--- config.mk ---
export PLATFORM = sky130hd
export DESIGN_NAME = mips_regfile_mp
export DESIGN_NICKNAME = d
export VERILOG_FILES = /design/src/rtl/mips_regfile_mp.sv
export SDC_FILE = /design/constraint.sdc
export NUM_CORES = 1
export LEC_CHECK = 0
export CAP_MARGIN = 30
export CELL_PAD_IN_SITES_DETAIL_PLACEMENT = 0
export CELL_PAD_IN_SITES_GLOBAL_PLACEMENT = 1
export CORE_ASPECT_RATIO = 1.75
export CORE_MARGIN = 1
export CORE_UTILIZATION = 54
export DETAILED_ROUTE_END_ITERATION = 8
export PLACE_DENSITY_LB_ADDON = 0.12
export SYNTH_ARGS = -nofsm -noshare
export SYNTH_HDL_FRONTEND = slang
export SYNTH_SLANG_ARGS = --single-unit
--- constraint.sdc ---
create_clock -name clk -period 3.88 [get_ports clk]
set_input_delay 0.776 -clock clk [delete_from_list [all_inputs] [get_ports clk]]
set_output_delay 0.776 -clock clk [all_outputs]
set_load 0.01 [all_outputs]
--- src/rtl/mips_regfile_mp.sv ---
// Multi-read-port register file with optional hardwired-zero entry and a clear sequencer.
// Define MIPS_REGFILE_BYPASS_EN to forward same-cycle write data to colliding reads.
module mips_regfile_mp #(
    parameter int DATA_W   = 32,
    parameter int ADDR_W   = 5,
    parameter int NRD      = 2,
    parameter bit ZERO_REG = 1'b1
) (
    input  logic                     clk,
    input  logic                     rst,
    input  logic [NRD-1:0]           r_en,
    input  logic [NRD*ADDR_W-1:0]    r_addr,
    output logic [NRD*DATA_W-1:0]    r_data,
    input  logic                     w_en,
    input  logic [ADDR_W-1:0]        w_addr,
    input  logic [DATA_W-1:0]        w_data,
    input  logic                     clr_req,
    output logic                     busy
);

    localparam int DEPTH = 2 ** ADDR_W;
    localparam logic [ADDR_W-1:0] LAST_ADDR = ADDR_W'(DEPTH - 1);

    typedef enum logic {
        CLEAR = 1'b0,
        READY = 1'b1
    } state_t;

    state_t                  state_q, state_d;
    logic [ADDR_W-1:0]       clr_ptr_q, clr_ptr_d;
    logic                    busy_q, busy_d;
    logic [NRD*DATA_W-1:0]   r_data_q, r_data_d;
    logic [DATA_W-1:0]       mem_q [DEPTH];

    logic                    mem_we_s;
    logic [ADDR_W-1:0]       mem_waddr_s;
    logic [DATA_W-1:0]       mem_wdata_s;
    logic                    write_ok_s;
    logic [ADDR_W-1:0]       rd_addr_s [NRD];
    logic [DATA_W-1:0]       rd_val_s  [NRD];

    function automatic logic is_zero_addr(input logic [ADDR_W-1:0] addr);
        return ZERO_REG && (addr == '0);
    endfunction

    // Per-port read value: array contents, optional forwarding, then the zero-register override.
    always_comb begin
        write_ok_s = w_en && !clr_req && !is_zero_addr(w_addr);
        for (int i = 0; i < NRD; i++) begin
            rd_addr_s[i] = r_addr[i*ADDR_W +: ADDR_W];
            rd_val_s[i]  = mem_q[rd_addr_s[i]];
`ifdef MIPS_REGFILE_BYPASS_EN
            if (write_ok_s && (rd_addr_s[i] == w_addr)) begin
                rd_val_s[i] = w_data;
            end else begin
                rd_val_s[i] = mem_q[rd_addr_s[i]];
            end
`endif
            if (is_zero_addr(rd_addr_s[i])) begin
                rd_val_s[i] = '0;
            end else begin
                rd_val_s[i] = rd_val_s[i];
            end
        end
    end

    // Next-state logic for the clear sequencer, array write port and read registers.
    always_comb begin
        state_d     = state_q;
        clr_ptr_d   = clr_ptr_q;
        busy_d      = busy_q;
        r_data_d    = r_data_q;
        mem_we_s    = 1'b0;
        mem_waddr_s = w_addr;
        mem_wdata_s = w_data;
        case (state_q)
            CLEAR: begin
                mem_we_s    = 1'b1;
                mem_waddr_s = clr_ptr_q;
                mem_wdata_s = '0;
                clr_ptr_d   = clr_ptr_q + ADDR_W'(1);
                r_data_d    = '0;
                if (clr_ptr_q == LAST_ADDR) begin
                    state_d = READY;
                    busy_d  = 1'b0;
                end else begin
                    state_d = CLEAR;
                    busy_d  = 1'b1;
                end
            end
            READY: begin
                mem_we_s = write_ok_s;
                for (int i = 0; i < NRD; i++) begin
                    if (r_en[i]) begin
                        r_data_d[i*DATA_W +: DATA_W] = rd_val_s[i];
                    end else begin
                        r_data_d[i*DATA_W +: DATA_W] = r_data_q[i*DATA_W +: DATA_W];
                    end
                end
                if (clr_req) begin
                    state_d   = CLEAR;
                    clr_ptr_d = '0;
                    busy_d    = 1'b1;
                end else begin
                    state_d = READY;
                    busy_d  = 1'b0;
                end
            end
            default: begin
                state_d   = CLEAR;
                clr_ptr_d = '0;
                busy_d    = 1'b1;
                r_data_d  = '0;
            end
        endcase
    end

    // Sequencer state and registered outputs; the array itself is zeroed by the sweep, not by rst.
    always_ff @(posedge clk or posedge rst) begin
        if (rst) begin
            state_q   <= CLEAR;
            clr_ptr_q <= '0;
            busy_q    <= 1'b1;
            r_data_q  <= '0;
        end else begin
            state_q   <= state_d;
            clr_ptr_q <= clr_ptr_d;
            busy_q    <= busy_d;
            r_data_q  <= r_data_d;
        end
    end

    // Storage array write port.
    always_ff @(posedge clk) begin
        if (mem_we_s) begin
            mem_q[mem_waddr_s] <= mem_wdata_s;
        end
    end

    assign r_data = r_data_q;
    assign busy   = busy_q;

endmodule

==> flow_summary.toml, run 1 <==
[placed_design]
io_buffers = 117
placed_area_sq_um = 55640
place_ws_ns = 0.2425
gp_congestion = 0.9435
post-dp-hpwl_um = 130700

[flow_run]
maxCapViolCount = 0

[power]
comb_power_share_pct = 19.3
swShare_pct = 29.15
p_leak_nw = 20.12
p_int_w = 0.02247
p_seq_share_pct = 48.4
finalPower_w = 0.03171
p_clk_share_pct = 32.3
p_sw_w = 0.009244
vdd_ir_drop_max_mv = 0.3915
p_per_area_nw_per_um2 = 537.7

[worst_setup_path]
endpoint_kind = "flop"
cp-start-kind = "flop"
crit_required_ns = 4.27
crit_arrival_ns = 3.50
ff2ff_setup_slack_ns = 0.77
r2r-start = "state_q"
reg2reg_depth = 4
path_max_fanout = 37
criticalPathCategory = "flop to flop"
worstReg2RegEnd = "mem_q[19][22]"

[global_routing]
antenna_found_initial = 8
grt_max_degree = 75
grt_overflow = 0
track_usage_pct = 41.23
grt_pass1_vias = 33830
grt_pass1_wl_um = 265800

[floorplan]
start_util_pct = 54.74
die-area_sq_um = 95890
chipWidth_um = 234.5
ios = 118
coreArea_sq_um = 93330
num_rows = 148
die_h_um = 408.9

[synth]
yosys-top-cells-area = "edfxtp_1, mux4_2, mux2i_1"
synth_compound_area_share_pct = 7.548
seq_area_frac_synth_pct = 63.67
synth.distinct_cells = 57
synth-adder-area-share_pct = 0.04898
synth_fp_nets = 2919
ys_ff_latch = 1095
ys_warn_count = 0
yosys.area_share.simple_pct = 2.809
netlist_area_sq_um = 51090
yosysMostFrequentCell = "edfxtp_1"
synth_top_family_by_area = "multiplexers"
yosys_most_used_dff = "edfxtp_1"
post_synth.cell_area_avg_sq_um = 17.84
synth_async_sr_flop_share_pct = 6.484
yosys-mux-area-fraction_pct = 23.33
synth-xor-area-share_pct = 0.01714
yosys.area.top_type = "edfxtp_1"
syn_inst = 2864
synthTopCellsByCount = "edfxtp_1, mux4_2, mux2i_1"
synth-edff-count = 1024
synth_top_area_share_pct = 60.19

[timing]
finalMaxSlewViolations = 0
layout_setup_ws_ns = 0.7738
fmax_mhz = 321.9
worst_pin_slew_ns = 1.139
setup_viol = 0
period_needed_ns = 3.106
skew_ns = 0.01816
hold_violations = 0
holdWs_ns = 0.3732
rsz0062_at_grt = "false"
max_slew_margin_pct = 22.10
period_share_pct = 80.06

[cts]
cts_tree = "done"
cts.sinks = 1095
htreeDepth = 3
numCtsBuffers = 99
cts_setup_buffers = 0
cts_resized = 0
clkTransAtPathRegs_ns = 0.06
clock_tree.buffer_depth = 3
cts-root-buf = "clkbuf_16"
hold_buffers = 0
clkLatencyLatePin_ns = 0.73

[detailed_routing]
top_layer = "met5"
drt-pass1-iter-count = 6
met3WireLength_um = 17070
vias = 33109
drt_iter0_drc = 4153
routedWlPerCell_um = 43.82
wl_met2_um = 93130
drc = 0
wl_met1_um = 60350
vias_per_cell = 7.503
ant_nets = 0
routed_wl_um = 193400

[finish]
n_fill_cell = 6631
finalInstanceArea_sq_um = 58980
drive_above_1_share_pct = 28.54
final_nets = 3180
area_growth_pct = 15.45

[hold_path]
hold_path.class = "primary input to asynchronous set/reset pin"

[status]
outcome = "complete, no violations"
registers in the layout, summed over array words and instances, names as in the netlist:
signal     cells
busy           1
mem_q       1024
state_q        1
clr_ptr_q      5
r_data        64
critical path, stage by stage, from the launching register on:
cell and delay (ns):
dfrtp_4 0.88, mux2i_1 0.75, nand2_1 0.44, nor2_4 0.39, buf_12 0.27
cell families after synthesis:
kind of cell             Yosys count
AO/OA/AOI/OAI                    529
XOR/XNOR                           1
adder cells (fa/ha/maj)            2
buffers and inverters            243
flip-flops                      1095
multiplexers                     727
AND/OR/NAND/NOR                  267
power groups by stage:
stage | clock [W] | combinational [W] | sequential [W]
floorplan | 0 | 0.00290 | 0.0153
global placement | 0 | 0.00589 | 0.0155
detailed placement | 0 | 0.00598 | 0.0156
CTS | 0.0103 | 0.00599 | 0.0153
global route | 0.0107 | 0.00620 | 0.0155
finish | 0.0102 | 0.00612 | 0.0154
worst max path at each step:
stage                          from             to  slack (ns)
after floorplan             state_q    mem_q[4][0]        0.58
after global placement    r_addr[5]     r_data[44]       -0.75
after detailed placement  r_addr[5]     r_data[44]        0.24
after CTS                   state_q  mem_q[19][19]        0.91
after global routing      r_addr[5]     r_data[44]        0.81
final                       state_q  mem_q[19][22]        0.77
metal layers:
layer  GRT usage [%]  up-vias
li1                -    12688
met1           47.00    17219
met2           65.31     2454
met3           7.129      740
met4           38.61        8
met5               0        -
placed cells by master (no fill, tap or decap), drive strengths merged, types with 8 or more instances in the layout:
cell | synthesis | final
a2111oi | 93 | 93
a211oi | 61 | 61
a21o | 45 | 45
a21oi | 67 | 67
a221oi | 13 | 13
a22oi | 71 | 71
a311oi | 13 | 13
and2 | 90 | 90
and3 | 28 | 28
buf | 138 | 286
bufinv | 0 | 12
clkbuf | 95 | 125
clkdlybuf4s50 | 0 | 107
clkinv | 0 | 40
dfrtp | 70 | 70
edfxtp | 1024 | 1024
inv | 10 | 13
mux2 | 60 | 60
mux2i | 302 | 302
mux4 | 365 | 365
nand2 | 56 | 56
nand3b | 10 | 10
nor2 | 52 | 52
nor2b | 12 | 12
o2111a | 10 | 10
o211ai | 8 | 8
o22a | 9 | 9
o22ai | 115 | 115
metrics by stage:
stage	util, %	std cells	TNS [ns]
3_5_place_dp	59.62	4223	0
5_1_grt	63.19	4410	0
3_3_place_gp	59.58	4218	-0.7461
2_1_floorplan	-	2864	0
4_1_cts	63.15	4408	0
6_report	63.19	4413	0
cell type report:
type	instances	area (sq um)	share of cell area, %
antenna	4	10.01	0.01697
multi-input combinational	1526	17570	29.79
tap	1200	1501	2.546
timing repair buffer	393	4024	6.823
sequential	1095	32530	55.16
clock inverter	60	633.1	1.073
clock buffer	125	2669	4.525
inverter	10	40.04	0.06789
Power figures use the tool's default switching activity.
==> inputs of run 2 (changes only) <==
- clock period: 3.88 -> 3.1 ns (I/O delays scaled with it)
==> flow_summary.toml, run 2 (synthesis gave the netlist of run 1 again) <==
[timing]
skew_ns = 0.02934
setup_viol = 0
rsz0062_at_grt = "false"
max_slew_margin_pct = 32.27
finalMaxSlewViolations = 0
worst_pin_slew_ns = 1.012
period_needed_ns = 2.663
fmax_mhz = 375.5
hold_violations = 0
layout_setup_ws_ns = 0.4365
period_share_pct = 85.92
finalSetupTns_ns = 0

[detailed_routing]
vias_per_cell = 7.451
met3WireLength_um = 17840
vias = 33081
routedWlPerCell_um = 40.19
drc = 0
drt-pass1-iter-count = 6
routed_wl_um = 178400
wl_met2_um = 86680
top_layer = "met5"
wl_met1_um = 61370
drt_iter0_drc = 4432
ant_nets = 0

[placed_design]
place_ws_ns = 0.08863
io_buffers = 117
post-dp-hpwl_um = 111200
gp_congestion = 0.9037

[floorplan]
start_util_pct = 54.74
num_rows = 148
die-area_sq_um = 95890
chipWidth_um = 234.5
ios = 118
die_h_um = 408.9
coreArea_sq_um = 93330

[power]
p_leak_nw = 20.47
swShare_pct = 28.34
p_int_w = 0.02857
p_sw_w = 0.01130
finalPower_w = 0.03987
p_clk_share_pct = 32.7
p_per_area_nw_per_um2 = 667.2
comb_power_share_pct = 19.2
p_seq_share_pct = 48.1
vdd_ir_drop_max_mv = 0.5452

[worst_setup_path]
path_cells = "clkdlybuf4s50_1"
cp.buffers_inverters = 1
criticalPathCategory = "flop to output port"
cp-start-kind = "flop"
endpoint_kind = "output port"
path_max_fanout = 4
slowest_stage = "clkdlybuf4s50_1"
crit_arrival_ns = 2.04
reg2reg_depth = 6
crit_required_ns = 2.48
ff2ff_setup_slack_ns = 0.47
cp_slowest_stage_delay_ns = 0.74
r2r-start = "state_q"
worstReg2RegEnd = "r_data[44]"
critPathTopFamily = "buffers and inverters"

[cts]
cts.sinks = 1095
htreeDepth = 3
numCtsBuffers = 101
cts_setup_buffers = 0
cts-root-buf = "clkbuf_16"
cts_resized = 0
clkTransAtPathRegs_ns = 0.07
hold_buffers = 0
clock_tree.buffer_depth = 3
cts_tree = "done"
clkLatencyLatePin_ns = 0.71

[finish]
area_growth_pct = 16.97
largest_register_ffs = 1024
mostFrequentLayoutCells = "edfxtp_1, mux4_2, mux2i_1, buf_4, o22ai_1"
final_common_cell = "edfxtp_1"
drive_above_1_share_pct = 29.12
regMostFlops = "mem_q"
final_nets = 3207

[global_routing]
track_usage_pct = 38.12
antenna_found_initial = 1
grt_pass1_vias = 33943
grt_overflow = 0
grt_max_degree = 46
grt_pass1_wl_um = 251000

[hold_path]
hold_path.class = "primary input to asynchronous set/reset pin"

[flow_run]
maxCapViolCount = 0

[status]
outcome = "complete, no violations"
==> run 2: layout make-up <==
class | instances | area (sq um)
fill | 6526 | 33580
timing repair buffer | 418 | 4725
antenna | 2 | 5.005
multi-input combinational | 1526 | 17550
clock buffer | 127 | 2748
clock inverter | 62 | 651.9
sequential | 1095 | 32530
inverter | 10 | 40.04
tap | 1200 | 1501
==> run 2: worst max path at each step <==
| stage | from | end | slack (ns) | depth (start not counted) |
|---|---|---|---|---|
| 3_3_place_gp | r_addr[5] | r_data[43] | 0.07 | 6 |
| 3_5_place_dp | r_addr[5] | r_data[60] | 0.09 | 6 |
| 6_report | r_data[23] | r_data[23] | 0.44 | 1 |
| 4_1_cts | r_data[23] | r_data[23] | 0.44 | 1 |
| 2_1_floorplan | state_q | mem_q[4][0] | -0.20 | 6 |
| 5_1_grt | state_q | r_data[40] | 0.47 | 7 |
==> run 2: metrics by stage <==
stage	std cells	instance area [sq um]	utilization (%)	hold WS [ns]
global placement	4246	56270	60.29	0.5461
global route	4438	59750	64.02	0.2371
detailed placement	4246	56270	60.29	0.5386
floorplan	2864	51140	-	0.4752
CTS	4435	59670	63.93	0.2012
finish	4440	59750	64.02	0.2209
==> run 2: metal layers <==
layer,GRT usage (%),vias up
li1,-,12739
met1,48.92,17460
met2,60.30,2295
met3,7.164,583
met4,22.73,4
met5,0,-
==> run 2: power groups by stage <==
stage          Combinational, W  Clock, W  Sequential, W
2_1_floorplan           0.00369         0         0.0191
3_3_place_gp            0.00741         0         0.0193
3_5_place_dp            0.00750         0         0.0195
4_1_cts                 0.00753    0.0131         0.0192
5_1_grt                 0.00784    0.0136         0.0193
6_report                0.00766    0.0130         0.0192
